--- config.mk ---
export PLATFORM = sky130hd
export DESIGN_NAME = board_loader
export DESIGN_NICKNAME = d
export VERILOG_FILES = /design/src/rtl/board_loader.sv
export SDC_FILE = /design/constraint.sdc
export NUM_CORES = 1
export LEC_CHECK = 0
export BUFFER_PORTS_ARGS = -buffer_cell sky130_fd_sc_hd__clkbuf_2
export CAP_MARGIN = 20
export CORE_UTILIZATION = 47
export DETAILED_ROUTE_END_ITERATION = 10
export PLACE_DENSITY = 0.72
export SLEW_MARGIN = 30
export SYNTH_ARGS = -nofsm -noshare
export SYNTH_HDL_FRONTEND = slang
export SYNTH_SLANG_ARGS = --single-unit
--- constraint.sdc ---
create_clock -name clk -period 1.55 [get_ports clk]
set_input_delay 0.155 -clock clk [delete_from_list [all_inputs] [get_ports clk]]
set_output_delay 0.155 -clock clk [all_outputs]
set_load 0.01 [all_outputs]
--- src/rtl/board_loader.sv ---
// board_loader: copies one board image from the board ROM into object memory.
// On an accepted start it requests the object memory from the arbiter. Once
// granted, it streams BOARD_CELLS bytes from ROM, starting at
// board_sel*BOARD_STRIDE, and decodes each byte into an object word. It ends
// the load with a done pulse, or with an abort pulse if the grant is lost.
//
// Ports:
//   clk, rst_n          clock, asynchronous active-low reset
//   start, board_sel    one-cycle load request and the board index it carries
//   req, grant          ownership handshake with the game arbiter
//   rom_addr, rom_data  board ROM read port; the ROM has a one-cycle read latency
//   om_addr/data/wren   object memory write port
//   busy                high while a load is in progress
//   done, abort, err    one-cycle status pulses
//   checksum            sum of the words written in the current load (optional)
//
// Optional feature: define BOARD_LOADER_CHECKSUM_EN to add the checksum output.
module board_loader #(
    parameter int unsigned NUM_BOARDS   = 8,
    parameter int unsigned SEL_W        = 3,
    parameter int unsigned BOARD_CELLS  = 105,
    parameter int unsigned BOARD_STRIDE = 128,
    parameter int unsigned ROM_AW       = 10,
    parameter int unsigned OM_AW        = 7,
    parameter int unsigned DATA_W       = 11
) (
    input  logic              clk,
    input  logic              rst_n,
    input  logic              start,
    input  logic [SEL_W-1:0]  board_sel,
    output logic              req,
    input  logic              grant,
    output logic [ROM_AW-1:0] rom_addr,
    input  logic [7:0]        rom_data,
    output logic [OM_AW-1:0]  om_addr,
    output logic [DATA_W-1:0] om_data,
    output logic              om_wren,
    output logic              busy,
    output logic              done,
    output logic              abort,
    output logic              err
`ifdef BOARD_LOADER_CHECKSUM_EN
    ,
    output logic [DATA_W-1:0] checksum
`endif
);

    localparam int unsigned CNT_W = $clog2(BOARD_CELLS + 1);

    typedef enum logic [1:0] {S_IDLE, S_REQUEST, S_PRIME, S_COPY} state_t;

    state_t              state_q, state_d;
    logic [ROM_AW-1:0]   base_q, base_d;
    logic [CNT_W-1:0]    cnt_q, cnt_d;
    logic [ROM_AW-1:0]   rom_addr_q, rom_addr_d;
    logic [OM_AW-1:0]    om_addr_q, om_addr_d;
    logic [DATA_W-1:0]   om_data_q, om_data_d;
    logic                om_wren_q, om_wren_d;
    logic                req_q, req_d;
    logic                busy_q, busy_d;
    logic                done_q, done_d;
    logic                abort_q, abort_d;
    logic                err_q, err_d;
    logic [DATA_W-1:0]   word_dec;

    // Packed byte -> object word: bit 7 set selects a 7-bit literal, clear
    // selects a 3-bit type code placed in the top bits.
    function automatic logic [DATA_W-1:0] decode(input logic [7:0] b);
        logic [DATA_W-1:0] w;
        w = '0;
        if (b[7]) begin
            w[6:0] = b[6:0];
        end else begin
            w[DATA_W-1 -: 3] = b[2:0];
        end
        return w;
    endfunction

    assign word_dec = decode(rom_data);

    // Next-state and output logic
    always_comb begin
        state_d    = state_q;
        base_d     = base_q;
        cnt_d      = cnt_q;
        rom_addr_d = rom_addr_q;
        om_addr_d  = om_addr_q;
        om_data_d  = om_data_q;
        om_wren_d  = 1'b0;
        req_d      = req_q;
        busy_d     = busy_q;
        done_d     = 1'b0;
        abort_d    = 1'b0;
        err_d      = 1'b0;

        unique case (state_q)
            S_IDLE: begin
                if (start) begin
                    if (32'(board_sel) < NUM_BOARDS) begin
                        base_d  = ROM_AW'(32'(board_sel) * BOARD_STRIDE);
                        req_d   = 1'b1;
                        busy_d  = 1'b1;
                        state_d = S_REQUEST;
                    end else begin
                        err_d = 1'b1;
                    end
                end
            end
            S_REQUEST: begin
                if (grant) begin
                    rom_addr_d = base_q;
                    state_d    = S_PRIME;
                end
            end
            S_PRIME: begin
                if (!grant) begin
                    req_d   = 1'b0;
                    busy_d  = 1'b0;
                    abort_d = 1'b1;
                    state_d = S_IDLE;
                end else begin
                    rom_addr_d = base_q + ROM_AW'(1);
                    cnt_d      = '0;
                    state_d    = S_COPY;
                end
            end
            S_COPY: begin
                // A full count means every word is written; finish even if
                // the grant drops in this last cycle.
                if (cnt_q == CNT_W'(BOARD_CELLS)) begin
                    req_d   = 1'b0;
                    busy_d  = 1'b0;
                    done_d  = 1'b1;
                    state_d = S_IDLE;
                end else if (!grant) begin
                    req_d   = 1'b0;
                    busy_d  = 1'b0;
                    abort_d = 1'b1;
                    state_d = S_IDLE;
                end else begin
                    om_wren_d  = 1'b1;
                    om_addr_d  = OM_AW'(cnt_q);
                    om_data_d  = word_dec;
                    rom_addr_d = rom_addr_q + ROM_AW'(1);
                    cnt_d      = cnt_q + CNT_W'(1);
                end
            end
            default: state_d = S_IDLE;
        endcase
    end

    // State and output registers
    always_ff @(posedge clk or negedge rst_n) begin
        if (!rst_n) begin
            state_q    <= S_IDLE;
            base_q     <= '0;
            cnt_q      <= '0;
            rom_addr_q <= '0;
            om_addr_q  <= '0;
            om_data_q  <= '0;
            om_wren_q  <= 1'b0;
            req_q      <= 1'b0;
            busy_q     <= 1'b0;
            done_q     <= 1'b0;
            abort_q    <= 1'b0;
            err_q      <= 1'b0;
        end else begin
            state_q    <= state_d;
            base_q     <= base_d;
            cnt_q      <= cnt_d;
            rom_addr_q <= rom_addr_d;
            om_addr_q  <= om_addr_d;
            om_data_q  <= om_data_d;
            om_wren_q  <= om_wren_d;
            req_q      <= req_d;
            busy_q     <= busy_d;
            done_q     <= done_d;
            abort_q    <= abort_d;
            err_q      <= err_d;
        end
    end

`ifdef BOARD_LOADER_CHECKSUM_EN
    logic [DATA_W-1:0] checksum_q, checksum_d;

    // Running sum of written words; cleared on an accepted start, held otherwise
    always_comb begin
        checksum_d = checksum_q;
        if (state_q == S_IDLE && state_d == S_REQUEST) begin
            checksum_d = '0;
        end else if (om_wren_d) begin
            checksum_d = checksum_q + om_data_d;
        end
    end

    always_ff @(posedge clk or negedge rst_n) begin
        if (!rst_n) begin
            checksum_q <= '0;
        end else begin
            checksum_q <= checksum_d;
        end
    end

    assign checksum = checksum_q;
`endif

    assign req      = req_q;
    assign rom_addr = rom_addr_q;
    assign om_addr  = om_addr_q;
    assign om_data  = om_data_q;
    assign om_wren  = om_wren_q;
    assign busy     = busy_q;
    assign done     = done_q;
    assign abort    = abort_q;
    assign err      = err_q;

endmodule

==> flow_summary.yaml, run 1 <==
status:
  status: "complete, no violations"
final_layout:
  final_cell_mix: "clkbuf_2, dfrtp_1, nand2_1"
  final_util: 0.645
  antennaDiodeCount: 0
  fin_nets: 288
  syn2layout_area_growth_pct: 29.3
  final_common_cell: "clkbuf_2"
  fillers: 333
  drive_gt1_frac: 0.362
synth:
  synth-edff-count: 0
  ys_seq_area_frac: 0.544
  synth_seq_cells: 44
  avgSynthCellArea_um2: 10.1
  yosys.area.top_type_share: 0.544
  netlist_area_mm2: 0.00202
  async_flop_share: 1.00
  synth_cells: 201
  yosys_warnings: 0
  yosys-top-cells-area: "dfrtp_1, nand2_1, o21ai_0, mux2_2, a21oi_1"
  synthFlopType: "dfrtp_1"
  post-synth-top-area-cell: "dfrtp_1"
  synth_cell_types: 43
clock_tree:
  cts_buffers: 5
  cts_tree: "built"
  root_buffer: "clkbuf_8"
  cts_max_path_buffers: 2
  path_clk_slew_ns: 0.08
  cts_sinks: 44
  clock_latency_ns: 0.30
  htreeDepth: 2
job:
  cap_violations: 0
setup_path:
  reg2reg_from: "cnt_q[1]"
  r2r_cells: 6
  start_kind: "flip-flop"
  cp_cell_sequence: "inv_2 > ha_2 > and2_4 > a31o_1 > or4_1 > nand3_1"
  slowest_delay_ns: 0.46
  cp_max_fo: 2
  cp_slowest_cell: "or4_1"
  path_class: "flip-flop to flip-flop"
  cp_top_family: "simple AND/OR/NAND/NOR gates"
  cp.required_ns: 1.79
  r2r_slack_ns: 0.04
  critPathBufInv: 1
  critPathCaptureType: "flip-flop"
  r2r-end: "rom_addr[4]"
  arrival_ns: 1.74
global_route:
  grt_pass1_wl_um: 6640
  grt_pass1_vias: 1499
  gr-total-overflow: 0
  antenna_found_initial: 0
  grt_use_total: 0.199
  grt_max_degree: 26
power:
  powerDensity_mw_per_mm2: 1250
  p_seq_frac: 0.469
  p_int_mw: 2.29
  ir_drop_mv: 0.749
  p_switching_uw: 975
  power.share.combinational: 0.267
  switching_share: 0.299
  p_leak_nw: 1.30
  pwr-share-clk: 0.264
hold_path:
  min_path_type: "input pin to flip-flop"
  hold_depth: 3
  worstHoldStart: "rom_data[3]"
  whs_endpoint: "om_data[3]"
sta:
  skew_ns: 0.00982
  slew_violations: 0
  fmax_ghz: 0.663
  hold_slack_ns: 0.0768
  finalHoldViolCount: 0
  min_period_ns: 1.51
  fin_crit_sh: 0.974
  rsz0062_at_grt: "true"
  tns_ns: 0
  setup_viol: 0
routing:
  drc: 0
  drt-total-wl_um: 4300
  viasPerCell: 5.20
  dr.pass1.iters: 4
  vias: 1669
  postRouteAntennaNets: 0
  route.detailed.wl_per_inst_um: 13.4
  drt_iter0_markers: 124
placement:
  dp_hpwl_um: 3050
  gp_congestion: 0.788
  portBuffers: 46
floorplan:
  initial_utilization: 0.499
  die_x_um: 67.6
  fp.dieArea_mm2: 0.00457
  die_height_um: 67.6
  core_area_mm2: 0.00406
  placementRows: 23
  ios: 49
==> worst max path at each step <==
stage	from	endpoint	slack (ns)	depth (start not counted)
2_1_floorplan	cnt_q[0]	rom_addr[4]	0.009	5
3_3_place_gp	cnt_q[1]	rom_addr[4]	0.02	6
3_5_place_dp	cnt_q[1]	rom_addr[4]	0.005	6
4_1_cts	cnt_q[1]	rom_addr[4]	0.02	6
5_1_grt	cnt_q[1]	om_addr[5]	-0.02	6
6_report	cnt_q[1]	rom_addr[4]	0.04	6
==> kinds of logic (layout without fill, tap and decap cells) <==
kind of cell	after synthesis	count (layout)	share of synthesized area
other	1	2	0.00185
XOR/XNOR	2	2	0.00866
adder cells (fa/ha/maj)	3	3	0.0186
flip-flops	44	44	0.544
AND/OR/NAND/NOR	74	74	0.184
multiplexers	8	8	0.0439
buffers and inverters	18	87	0.0445
AO/OA/AOI/OAI	51	51	0.155
==> power by group through the flow <==
stage	Sequential [mW]	Clock (mW)	Combinational [mW]
after CTS	1.53	0.872	0.837
after detailed placement	1.55	0	0.830
after floorplan	1.62	0	0.369
after global routing	1.56	0.926	0.973
final	1.53	0.862	0.872
after global placement	1.54	0	0.810
==> flip-flops by register name, indices dropped and copies added, names as in the netlist, 2 cells and up <==
signal	cells
base_q	3
cnt_q	7
om_addr	7
om_data	10
rom_addr	10
state_q	2
==> Yosys cell counts (4+ instances only) <==
master    number
inv_1          5
o21ai_1        6
o21ai_0       17
nand2b_1       7
dfrtp_1       44
nor2_1         8
mux2_2         7
nor3_1         4
nand2_1       31
buf_2          6
nand3_1        5
nand4_1        4
a21oi_1       10
==> worst reg2reg max path, delay by kind of cell, from the launching register on <==
family	cells	cell delay [ns]
AOI/OAI and AO/OA	1	0.18
buffers and inverters	1	0.05
and+or+nand+nor	3	0.68
DFF	1	0.37
adders and majority gates	1	0.17
==> routing by layer <==
metal	share of wire	GRT usage	vias to the layer above
met5	0	0	-
met1	0.46	0.258	795
met4	0.014	0.0745	0
li1	-	-	837
met3	0.034	0.0574	6
met2	0.49	0.313	31
==> area by class of cell <==
cell class	count	area, um2	share of cell area
tap	50	62.6	0.0239
sequential	44	1100	0.421
clock buffer	6	72.6	0.0277
inverter	6	22.5	0.00861
clock inverter	2	35.0	0.0134
multi-input combinational	140	857	0.328
timing repair buffer	73	464	0.177
==> per-stage QoR <==
stage	worst slack [ns]	instances	cell area [um2]	total power, mW
global placement	0.0190	307	2440	2.35
CTS	0.0173	316	2550	3.23
finish	0.0409	321	2620	3.26
detailed placement	0.00518	307	2440	2.38
floorplan	0.00940	202	2030	1.99
global route	-0.0164	321	2620	3.46
==> what timing repair did <==
action	in CTS	in global routing
pin swaps	1	0
endpoints found under the setup margin	1	15
endpoints found under the hold margin	44	0
hold buffers	1	0
gates resized for setup	1	9
setup buffers	0	5
Note: power is estimated with default switching activity, not from simulation.
==> run 2, diff against run 1 <==
Settings changed: CORE_ASPECT_RATIO from default to 1.1, CORE_UTILIZATION 47 to 45, PLACE_DENSITY 0.72 to 0.7.
==> run 2 against run 1 <==
Combinational power is 1% lower. First-iteration DRC count is 27% lower. Critical path depth is 1 lower. Critical path type unchanged. Clock power fell by 12%. Sequential share of layout area increased by 0.51 points. Largest cell class unchanged. Non-clock buffer count down 1. Worst setup slack got worse by 0.0069 ns. Global-route usage decreased by 0.58 points. Power fell by 3.3%. Final cell count grew 0.62%. Fmax shrank 0.46%. Cell area fell by 1.2%.
==> flow_summary.yaml, run 2 (same netlist as run 1, synthesis figures left out) <==
status:
  status: "complete, no violations"
placement:
  portBuffers: 46
  dp_hpwl_um: 3010
  gp_congestion: 0.780
  placed_area_mm2: 0.00243
power:
  power_mw: 3.16
  p_switching_uw: 950
  power.share.combinational: 0.273
  p_int_mw: 2.21
  p_seq_frac: 0.486
  ir_drop_mv: 0.877
  switching_share: 0.301
  p_leak_nw: 1.28
  pwr-share-clk: 0.241
  powerDensity_mw_per_mm2: 1220
setup_path:
  path_class: "flip-flop to flip-flop"
  critPathBufInv: 0
  cp_slowest_cell: "or4_1"
  start_kind: "flip-flop"
  critPathCaptureType: "flip-flop"
  arrival_ns: 1.75
  cp.required_ns: 1.78
  cp-startpoint: "cnt_q[0]"
  cp_top_family: "simple AND/OR/NAND/NOR gates"
  r2r_slack_ns: 0.03
  reg2reg_from: "cnt_q[0]"
  cp_max_fo: 2
  cp_cell_sequence: "ha_4 > and2_4 > a31o_1 > or4_1 > nand3_1"
  slowest_delay_ns: 0.47
  r2r-end: "rom_addr[4]"
  r2r_cells: 5
final_layout:
  stdcell_area_mm2: 0.00258
  final_util: 0.599
  drive_gt1_frac: 0.353
  fin_nets: 287
  final_cell_mix: "clkbuf_2, dfrtp_1, nand2_1"
  syn2layout_area_growth_pct: 27.8
  antennaDiodeCount: 0
  fillers: 376
  final_common_cell: "clkbuf_2"
floorplan:
  core_area_mm2: 0.00432
  ios: 49
  fp.dieArea_mm2: 0.00477
  placementRows: 25
  initial_utilization: 0.469
  die_x_um: 65.9
  die_height_um: 72.3
global_route:
  grt_use_total: 0.193
  antenna_found_initial: 0
  grt.met2_usage: 0.311
  grt_busiest_layer: "met2"
  grt_pass1_wl_um: 6940
  met1_usage: 0.255
  use_met3: 0.0535
  grt_pass1_vias: 1546
  gr-total-overflow: 0
  grt_max_degree: 45
sta:
  min_period_ns: 1.52
  slew_headroom: 0.641
  skew_ns: 0.00286
  setup_viol: 0
  fin_crit_sh: 0.978
  worstMarginPinSlew_ns: 0.539
  slew_violations: 0
  fmax_ghz: 0.660
  finalHoldViolCount: 0
  rsz0062_at_grt: "true"
clock_tree:
  path_clk_slew_ns: 0.07
  cts_buffers: 5
  cts_tree: "built"
  cts_max_path_buffers: 2
  clock_latency_ns: 0.29
  htreeDepth: 2
  root_buffer: "clkbuf_8"
  cts_sinks: 44
routing:
  viasPerCell: 5.07
  drt_iter0_markers: 90
  vias: 1638
  postRouteAntennaNets: 0
  drc: 0
  dr.pass1.iters: 4
  route.detailed.wl_per_inst_um: 12.6
  drt-total-wl_um: 4080
job:
  cap_violations: 0
hold_path:
  min_path_type: "input pin to flip-flop"
  worstHoldStart: "rom_data[4]"
  whs_endpoint: "om_data[4]"
  hold_depth: 3
## run 2: layout make-up
type,count,area [um2],area share
tap,54,67.6,0.0261
inverter,6,22.5,0.00871
clock buffer,7,96.3,0.0373
multi-input combinational,140,868,0.336
timing repair buffer,72,428,0.166
sequential,44,1100,0.426
## run 2: worst min-delay path, delay by kind of cell
kind | cells | cell delay, ns
compound gates | 1 | 0.05
buf+inv | 1 | 0.08
simple gates | 1 | 0.05
## run 2: stage by stage
step	worst slack (ns)	setup TNS, ns	hold WS (ns)	instances
floorplan	0.00940	0	-0.141	202
global placement	0.0319	0	0.270	313
detailed placement	-0.00197	-0.00197	0.269	313
CTS	0.00724	0	0.0660	321
global route	-0.0121	-0.0148	0.0820	323
finish	0.0340	0	0.0711	323
## run 2: layer usage
layer,wire [um],vias to the layer above
met3,177,5
met5,0,-
met4,46,0
met2,1980,41
met1,1870,759
li1,-,833
## run 2: worst max path at each step
stage / endpoint / cells after the start
after CTS: rom_addr[4] / 6
after floorplan: rom_addr[4] / 5
after global routing: rom_addr[4] / 5
after global placement: rom_addr[4] / 6
after detailed placement: rom_addr[4] / 6
final: rom_addr[4] / 5
## run 2: power by group through the flow
stage	Combinational, mW	Sequential (mW)	Clock, mW
2_1_floorplan	0.369	1.62	0
3_3_place_gp	0.807	1.54	0
3_5_place_dp	0.827	1.55	0
4_1_cts	0.831	1.53	0.784
5_1_grt	0.978	1.57	0.830
6_report	0.861	1.54	0.762
## run 2: timing repair
action / 4_1_cts / 5_1_grt
hold buffers: 1 / 0
pin swaps: 1 / 0
gates resized for setup: 0 / 8
setup endpoints to repair: 1 / 18
hold endpoints to repair: 44 / 0
buffers inserted: 0 / 2
